## config.mk

```make
export PLATFORM = sky130hd
export DESIGN_NAME = store_buffer
export DESIGN_NICKNAME = d
export VERILOG_FILES = /design/src/rtl/store_buffer.sv
export SDC_FILE = /design/constraint.sdc
export NUM_CORES = 1
export LEC_CHECK = 0
export ABC_AREA = 1
export BUFFER_PORTS_ARGS = -buffer_cell sky130_fd_sc_hd__buf_2
export CORE_UTILIZATION = 26
export DETAILED_ROUTE_END_ITERATION = 6
export GPL_TIMING_DRIVEN = 0
export MAX_ROUTING_LAYER = met4
export PLACE_DENSITY = 0.49
export SLEW_MARGIN = 25
export SYNTH_ARGS = -nofsm -noshare
export SYNTH_HDL_FRONTEND = slang
export SYNTH_SLANG_ARGS = --single-unit
```

## constraint.sdc

```tcl
create_clock -name clk -period 15.1 [get_ports clk]
set_input_delay 0.755 -clock clk [delete_from_list [all_inputs] [get_ports clk]]
set_output_delay 0.755 -clock clk [all_outputs]
set_load 0.02 [all_outputs]
```

## src/rtl/store_buffer.sv

```systemverilog
// =============================================================================
// Module      : store_buffer
// Description : FIFO store buffer sharing one data-memory port with loads;
//               optional store-to-load forwarding under macro STORE_FWD_EN.
// Revision    : 1.0
// =============================================================================
`default_nettype none

module store_buffer #(
   parameter int XLEN  = 32,
   parameter int DEPTH = 4
) (
   input  logic            clk,
   input  logic            rst_n,
   input  logic            st_valid,
   input  logic [XLEN-1:0] st_addr,
   input  logic [XLEN-1:0] st_data,
   input  logic [2:0]      st_ctrl,
   output logic            st_ready,
   input  logic            ld_valid,
   input  logic [XLEN-1:0] ld_addr,
   input  logic [2:0]      ld_ctrl,
   output logic            ld_stall,
   output logic [XLEN-1:0] ld_data,
   input  logic [XLEN-1:0] mem_RD,
   output logic            mem_we,
   output logic [XLEN-1:0] mem_A,
   output logic [XLEN-1:0] mem_WD,
   output logic [2:0]      mem_ctrl,
   output logic            empty
);

   localparam int AW = $clog2(DEPTH);

`ifdef STORE_FWD_EN
   localparam bit FWD_EN = 1'b1;
`else
   localparam bit FWD_EN = 1'b0;
`endif

   logic [AW-1:0]   head_q, head_d, tail_q, tail_d;
   logic [AW:0]     count_q, count_d;
   logic [XLEN-1:0] ent_addr_q [DEPTH];
   logic [XLEN-1:0] ent_data_q [DEPTH];
   logic [2:0]      ent_ctrl_q [DEPTH];

   logic            full, push, pop, hazard, fwd_ok;
   logic [AW-1:0]   idx, yng_idx;
   logic [XLEN:0]   ld_end;
   logic [XLEN-1:0] fwd_data;

   function automatic logic [2:0] span_size(input logic [1:0] sz);
      case (sz)
         2'b00:   return 3'd1;
         2'b01:   return 3'd2;
         default: return 3'd4;
      endcase
   endfunction

   // Spans are compared in XLEN+1 bits so an access at the top of memory never wraps.
   function automatic logic [XLEN:0] span_end(input logic [XLEN-1:0] a, input logic [1:0] sz);
      return {1'b0, a} + (XLEN+1)'(span_size(sz));
   endfunction

   function automatic logic [XLEN-1:0] load_ext(input logic [XLEN-1:0] d, input logic [2:0] c);
      case (c)
         3'b000:  return {{(XLEN-8){d[7]}}, d[7:0]};
         3'b001:  return {{(XLEN-16){d[15]}}, d[15:0]};
         3'b100:  return {{(XLEN-8){1'b0}}, d[7:0]};
         3'b101:  return {{(XLEN-16){1'b0}}, d[15:0]};
         default: return d;
      endcase
   endfunction

   assign full     = (count_q == (AW+1)'(DEPTH));
   assign empty    = (count_q == '0);
   assign st_ready = !full;
   assign push     = st_valid && !full;

   // Walk oldest to youngest so the last hit is the youngest overlapping entry.
   always_comb begin
      ld_end  = span_end(ld_addr, ld_ctrl[1:0]);
      hazard  = 1'b0;
      idx     = '0;
      yng_idx = '0;
      for (int k = 0; k < DEPTH; k++) begin
         idx = head_q + AW'(k);
         if (((AW+1)'(k) < count_q) &&
             ({1'b0, ent_addr_q[idx]} < ld_end) &&
             ({1'b0, ld_addr} < span_end(ent_addr_q[idx], ent_ctrl_q[idx][1:0]))) begin
            hazard  = ld_valid;
            yng_idx = idx;
         end
      end
      fwd_ok   = FWD_EN && hazard && (ent_addr_q[yng_idx] == ld_addr) &&
                 (span_size(ent_ctrl_q[yng_idx][1:0]) >= span_size(ld_ctrl[1:0]));
      fwd_data = load_ext(ent_data_q[yng_idx], ld_ctrl);
   end

   always_comb begin
      mem_we   = 1'b0;
      mem_A    = '0;
      mem_WD   = '0;
      mem_ctrl = 3'b000;
      ld_stall = 1'b0;
      ld_data  = '0;
      pop      = 1'b0;
      if (fwd_ok) begin
         ld_data = fwd_data;
         if (!empty) begin
            pop      = 1'b1;
            mem_we   = 1'b1;
            mem_A    = ent_addr_q[head_q];
            mem_WD   = ent_data_q[head_q];
            mem_ctrl = ent_ctrl_q[head_q];
         end
      end else if (ld_valid && !hazard && !full) begin
         mem_A    = ld_addr;
         mem_ctrl = ld_ctrl;
         ld_data  = mem_RD;
      end else if (!empty) begin
         pop      = 1'b1;
         mem_we   = 1'b1;
         mem_A    = ent_addr_q[head_q];
         mem_WD   = ent_data_q[head_q];
         mem_ctrl = ent_ctrl_q[head_q];
         ld_stall = ld_valid;
      end
   end

   always_comb begin
      head_d  = head_q + AW'(pop);
      tail_d  = tail_q + AW'(push);
      count_d = count_q + (AW+1)'(push) - (AW+1)'(pop);
   end

   always_ff @(posedge clk) begin
      if (!rst_n) begin
         head_q  <= '0;
         tail_q  <= '0;
         count_q <= '0;
      end else begin
         head_q  <= head_d;
         tail_q  <= tail_d;
         count_q <= count_d;
      end
   end

   always_ff @(posedge clk) begin
      if (push) begin
         ent_addr_q[tail_q] <= st_addr;
         ent_data_q[tail_q] <= st_data;
         ent_ctrl_q[tail_q] <= st_ctrl;
      end
   end

endmodule

`default_nettype wire

```

== Word-level counts from Yosys, hierarchy flattened ==
Memory sizes are Yosys's and may differ from the RTL's. A register that Yosys moved wholly into a read port is not among the register bits.
Index checks and enable logic that the tools add are counted.

* $add $sub $neg: 12
* $mul: 0
* Div/mod/pow operators: 0
* $lt $le $gt $ge: 12
* Equality and inequality tests: 6
* Shift operators: 0
* Muxes and demuxes: 25
* Bitwise operators: 0
* Reduce and logical (&&, ||, !) cells: 19

{| class="wikitable"
|+ Operator list
! operator !! number
|-
| $lt A32 B33 Y1 || 8
|-
| $add A32 B3 Y33 || 5
|-
| $mux W32 || 5
|-
| $pmux W3 S2 || 5
|-
| $logic_and A1 B1 Y1 || 11
|-
| $eq A2 B1 Y1 const B || 5
|-
| $logic_not A2 Y1 || 5
|-
| $mux W1 || 10
|-
| $lt A1 B3 Y1 const A || 2
|-
| $lt A2 B3 Y1 const A || 2
|-
| $mux W2 || 3
|-
| $mux W3 || 2
|-
| $add A2 B1 Y2 || 2
|-
| $add A2 B2 Y2 const B || 2
|-
| $add A3 B1 Y3 || 1
|-
| $eq A3 B3 Y1 const B || 1
|-
| $logic_not A3 Y1 || 1
|-
| $sub A3 B1 Y3 || 1
|-
| $add A2 B1 Y2 const B || 1
|-
| $logic_not A1 Y1 || 2
|}

* Bits in registers: 7
* Bits in latches: 0
* RAM bits: 268
* Bits in read-only memories: 0
* Bits of input ports: 138
* Output and inout bits: 103
* Logic and storage cells: 80
* Memories kept: 3

{| class="wikitable"
|+ Memories
! name !! depth !! bits a word !! rd ports !! clocked after Yosys merged registers in !! write ports !! RTL line !! source
|-
| ent_addr_q || 4 || 32 || 4 || 1 || 1 || 43 || <nowiki>logic [XLEN-1:0] ent_addr_q [DEPTH];</nowiki>
|-
| ent_data_q || 4 || 32 || 1 || 1 || 1 || 44 || <nowiki>logic [XLEN-1:0] ent_data_q [DEPTH];</nowiki>
|-
| ent_ctrl_q || 4 || 3 || 4 || 1 || 1 || 45 || <nowiki>logic [2:0] ent_ctrl_q [DEPTH];</nowiki>
|}

== Logic depth before layout (Yosys ltp) ==
* Depth in word-level cells: 16
* Depth in mapped cells: 52
* Gate-level depth less buffers: 46

== Worst setup path after synthesis ==
No wires, ideal clock.

* Path kind: reg-to-reg
* From: reg head_q[0]
* To: reg count_q[1]
* Library setup time: 109 ps
* Arrival: 6377 ps
* Data required time: 14991 ps
* Setup slack: 8614 ps
* Stages on the path, launching flop included: 46
* Path buffers: 6
* Clock period less this slack: 6486 ps
* Path through: dfxtp_1 > buf_6 > buf_4 > buf_2 > buf_2 > buf_2 > buf_1 > mux2i_1 > o21ai_0 > nor2_1 > ha_1 > fa_1 > nand2_1 > nand2_1 > nand3_1 > nor2_1 > nand3_1 > nor2_1 > (+10 left out) > nor3_1 > a211oi_1 > nand2_1 > nand2_1 > nand2_1 > nand2_1 > nand2_1 > nand2_1 > nand2_1 > nand2_2 > nor2_4 > o21ai_0 > ha_1 > inv_1 > ha_1 > fa_1 > nand2_1 > inv_1

* Cells in the longest elaborated chain, start to end: 15
* Elaborated cells between the ends (all ways): 37
* Those cells by class: add/sub: 7; order compare: 6; eq/ne: 3; mux: 7; reduce/logical: 12; memory: 2

{| class="wikitable"
|+ RTL lines
! what !! RTL line !! source
|-
| from (decl) || 41 || <nowiki>logic [AW-1:0] head_q, head_d, tail_q, tail_d;</nowiki>
|-
| from (signal assigned) || 139 || <nowiki>head_q <= '0;</nowiki>
|-
| from (signal assigned) || 143 || <nowiki>head_q <= head_d;</nowiki>
|-
| $add A2 B1 Y2 || 87 || <nowiki>idx = head_q + AW'(k);</nowiki>
|-
| $mem_v2 Z4 W3 || n/a ||
|-
| $eq A2 B1 Y1 or $logic_not A2 Y1 (tied branches) || 53 || <nowiki>case (sz)</nowiki>
|-
| $pmux W3 S2 || 53 ||
|-
| $add A32 B3 Y33 || 62 || <nowiki>return {1'b0, a} + (XLEN+1)'(span_size(sz));</nowiki>
|-
| $lt A32 B33 Y1 || 90 || <nowiki>({1'b0, ld_addr} < span_end(ent_addr_q[idx], ent_ctrl_q[idx][1:0]))) begin</nowiki>
|-
| $logic_and A1 B1 Y1 || 89 || <nowiki>({1'b0, ent_addr_q[idx]} < ld_end) &&</nowiki>
|-
| $mux W1 (2 in a row) || 88 || <nowiki>if (((AW+1)'(k) < count_q) &&</nowiki>
|-
| $mux W1 (*) || 88 ||
|-
| $logic_not A1 Y1 (*) || 117 || <nowiki>end else if (ld_valid && !hazard && !full) begin</nowiki>
|-
| $logic_and A1 B1 Y1 (*) (2 in a row) || 117 ||
|-
| $mux W1 (*) || n/a ||
|-
| net mem_we || 26 || <nowiki>output logic mem_we,</nowiki>
|-
| $sub A3 B1 Y3 (*) || 134 || <nowiki>count_d = count_q + (AW+1)'(push) - (AW+1)'(pop);</nowiki>
|-
| net count_d[1] || 42 || <nowiki>logic [AW:0] count_q, count_d;</nowiki>
|-
| to (signal assigned) || 145 || <nowiki>count_q <= count_d;</nowiki>
|-
| to (decl) || 42 ||
|}

The timed path passes the listed nets; every way through them passes the cells marked *.
A chain may end at the register's enable or synchronous reset.

== Worst setup path in the final report ==
* From: reg head_q[0]
* To: out mem_A[3]

* Cells in the longest elaborated chain, start to end: 14
* Elaborated cells between the ends (all ways): 36
* Those cells by class: add/sub: 6; order compare: 6; eq/ne: 3; mux: 7; reduce/logical: 12; memory: 2

{| class="wikitable"
|+ RTL lines
! what !! RTL line !! source
|-
| $add A2 B1 Y2 || 87 ||
|-
| $mem_v2 Z4 W3 || n/a ||
|-
| $eq A2 B1 Y1 or $logic_not A2 Y1 (tied branches) || 53 ||
|-
| $pmux W3 S2 || 53 ||
|-
| $add A32 B3 Y33 || 62 ||
|-
| $lt A32 B33 Y1 || 90 ||
|-
| $logic_and A1 B1 Y1 || 89 ||
|-
| $mux W1 (2 in a row) || 88 ||
|-
| $mux W1 (*) || 88 ||
|-
| $logic_not A1 Y1 (*) || 117 ||
|-
| $logic_and A1 B1 Y1 (*) (2 in a row) || 117 ||
|-
| $mux W32 (*) || 117 ||
|-
| to (decl) || 27 || <nowiki>output logic [XLEN-1:0] mem_A,</nowiki>
|}

Mark *: on every way between the ends. The rest lies on a longest branch, timed or not.

==> results.yml <==
floorplanning:
  die_area_mm2: 0.0907
  initial_core_util: 0.263
  die_h_um: 301
  ios: 241
  placementRows: 109
  core_mm2: 0.0885
  die_w_um: 301
detailed_routing:
  drt-pass1-iter-count: 7
  vias: 20900
  vias_per_cell: 4.59
  wire_per_inst_um: 18.3
  routed_wl_mm: 83.3
  drt_iter0_markers: 1536
  drtAntennaViolNets: 0
  remaining_drc_errors: 27
grt:
  antenna_found_initial: 14
  grt_start_max_net_pins: 15
  grt_pass1_vias: 19800
  grt_use_total: 0.186
  grt_pass1_wl_mm: 122
  grt_remaining_overflow: 0
cts:
  path_clk_slew_ns: 0.06
  holdBufCountCts: 0
  htree_levels: 1
  cts_setup_buffers: 0
  cts_buffer_depth: 3
  clkLatencyLatePin_ns: 0.56
  cts_buffers: 28
  cts_root_buffer: "clkbuf_16"
  cts_resized: 0
  clock_sinks: 275
  tritoncts: "built"
job:
  drv_cap: 0
outcome:
  run_status: "complete, but fails checks"
  failed_checks: "DRC"
min_path:
  hp-class: "in -> reg"
  whs_path_depth: 1
sta:
  fin_tns_setup_ns: 0
  setup_viol: 0
  rsz0062_at_grt: "no"
  fmax_mhz: 116
  skew_ns: 0.0319
  relSlewSlack: 0.307
  maxSlewViolCount: 0
  hold_violations: 0
  period_share: 0.572
  min_period_ns: 8.64
  tightest_slew_ns: 1.03
synthesis:
  synth_area_leaders: "edfxtp_1 (35%), ha_1 (14%), nand2_1 (14%), inv_1 (6.1%), nor2_1 (4.3%)"
  synth_ff_type: "edfxtp_1"
  yosysSeqAreaShare: 0.352
  yosys-top-cells-count: "nand2_1 (883), inv_1 (376), ha_1 (269), edfxtp_1 (268), nor2_1 (266)"
  syn-num-nets: 3464
  netlist-cell-type-count: 49
  postSynthAreaPerCell_um2: 7.63
  yosys_warnings: 0
  yosysMostFrequentCell: "nand2_1"
  syn_inst: 3051
  syn-cell-area_mm2: 0.0233
  yosys.area.top_type_share: 0.346
  synth-edff-count: 268
  async_reset_ff_frac: 0
  synth_top_area_cell: "edfxtp_1"
  ys_ff_latch: 275
critical_path:
  slowest_stage: "nor4_1"
  r2r_cells: 44
  cp_max_fo: 10
  required_ns: 14.35
  cp_common_cell: "nand2_1"
  critPathKind: "reg -> out"
  cp-end-kind: "output pin"
  critPathLaunchType: "register"
  worstPathArrival_ns: 7.88
  max_stage_delay_ns: 0.74
final_layout:
  nets: 3776
  multi_input_area_mm2: 0.0130
  area_delta_synth_final_pct: 16.9
  seqCellArea_mm2: 0.00819
  fillers: 9585
  post_layout_nonfiller_instances: 4559
  drive_gt1_frac: 0.136
power_and_ir_drop:
  ir_drop_uv: 128
  p_leak_nw: 12.9
  powerDensity_mw_per_mm2: 193
placement:
  dp.cells: 4498
  place_congestion: 0.990
  hpwl_mm: 71.0
  port_buffers: 240
path summary, 6_finish.rpt:
kind               start                 to  slack, ns
max            head_q[0]           mem_A[3]       6.46
min          st_data[26]  ent_data_q[1][26]       0.40
max reg2reg    head_q[0]         count_q[2]       6.83
min reg2reg    tail_q[1]          tail_q[1]       0.54
kinds of logic after synthesis:
group                      Yosys count  share of synthesized area
AOI/OAI and AO/OA                  487                      0.118
muxes                                2                   0.000861
buffers and inverters              499                     0.0892
and+or+nand+nor                   1389                      0.243
adders and majority gates          275                      0.150
DFF                                275                      0.352
xor gates and xnor gates           124                     0.0467
worst max-delay path, delay by kind of cell (launching register included):
family | cells | cell delay (ns)
xor+xnor | 1 | 0.20
compound gates | 2 | 0.32
mux | 1 | 0.28
flops | 1 | 0.35
fa+ha+maj | 3 | 0.78
simple gates | 23 | 3.06
buf+inv | 11 | 2.28
power by group:
| group | leakage, nW | total [mW] | switching, mW | internal (mW) |
|---|---|---|---|---|
| sequential | 2.51 | 0.954 | 0.0260 | 0.928 |
| clock | 0.432 | 0.679 | 0.285 | 0.393 |
| combinational | 9.94 | 3.62 | 2.46 | 1.16 |
| total | 12.9 | 5.25 | 2.77 | 2.48 |
per-stage QoR:
step	utilization	cell area, um^2	hold WS (ns)	setup WS [ns]	power, mW
after floorplan	-	23300	0.488	8.61	3.43
after global placement	0.293	25900	0.507	3.64	4.56
after detailed placement	0.297	26300	0.537	6.76	4.59
after CTS	0.307	27200	0.371	6.36	5.28
after global routing	0.307	27200	0.377	5.77	5.76
final	0.307	27200	0.400	6.46	5.25
state kept, by name, indices dropped and copies added (netlist names):
name        cells
ent_addr_q    128
tail_q          2
ent_ctrl_q     12
head_q          2
count_q         3
ent_data_q    128
placed cells by master, fill, tap and decap left out, types with 32 or more instances in the layout:
master,instances
clkbuf_1,32
ha_1,269
nand3_1,117
buf_4,48
o21ai_1,43
xor2_1,107
o21ai_0,179
nor3_1,39
nor2_1,265
buf_2,276
nand4_1,33
inv_1,376
edfxtp_1,268
nand2_1,883
a22oi_1,50
a21oi_1,134
final cells by class:
class | count | share of cell area
well taps | 1165 | 0.0536
inverters | 401 | 0.0553
plain buffers | 98 | 0.0210
clock inverters | 15 | 0.00639
diodes | 12 | 0.00110
repair buffers | 282 | 0.0563
clock buffers | 34 | 0.0266
flip-flops and latches | 275 | 0.301
multi-input cells | 2277 | 0.479
layer usage:
layer  part of all wire  track usage  vias to the layer above
met5                  0            -                        -
met4              0.017       0.0340                        0
met3              0.045       0.0179                       72
met2               0.46        0.303                      485
met1               0.48        0.250                     9614
li1                   -            -                    10700
(Power assumes the default switching activity.)
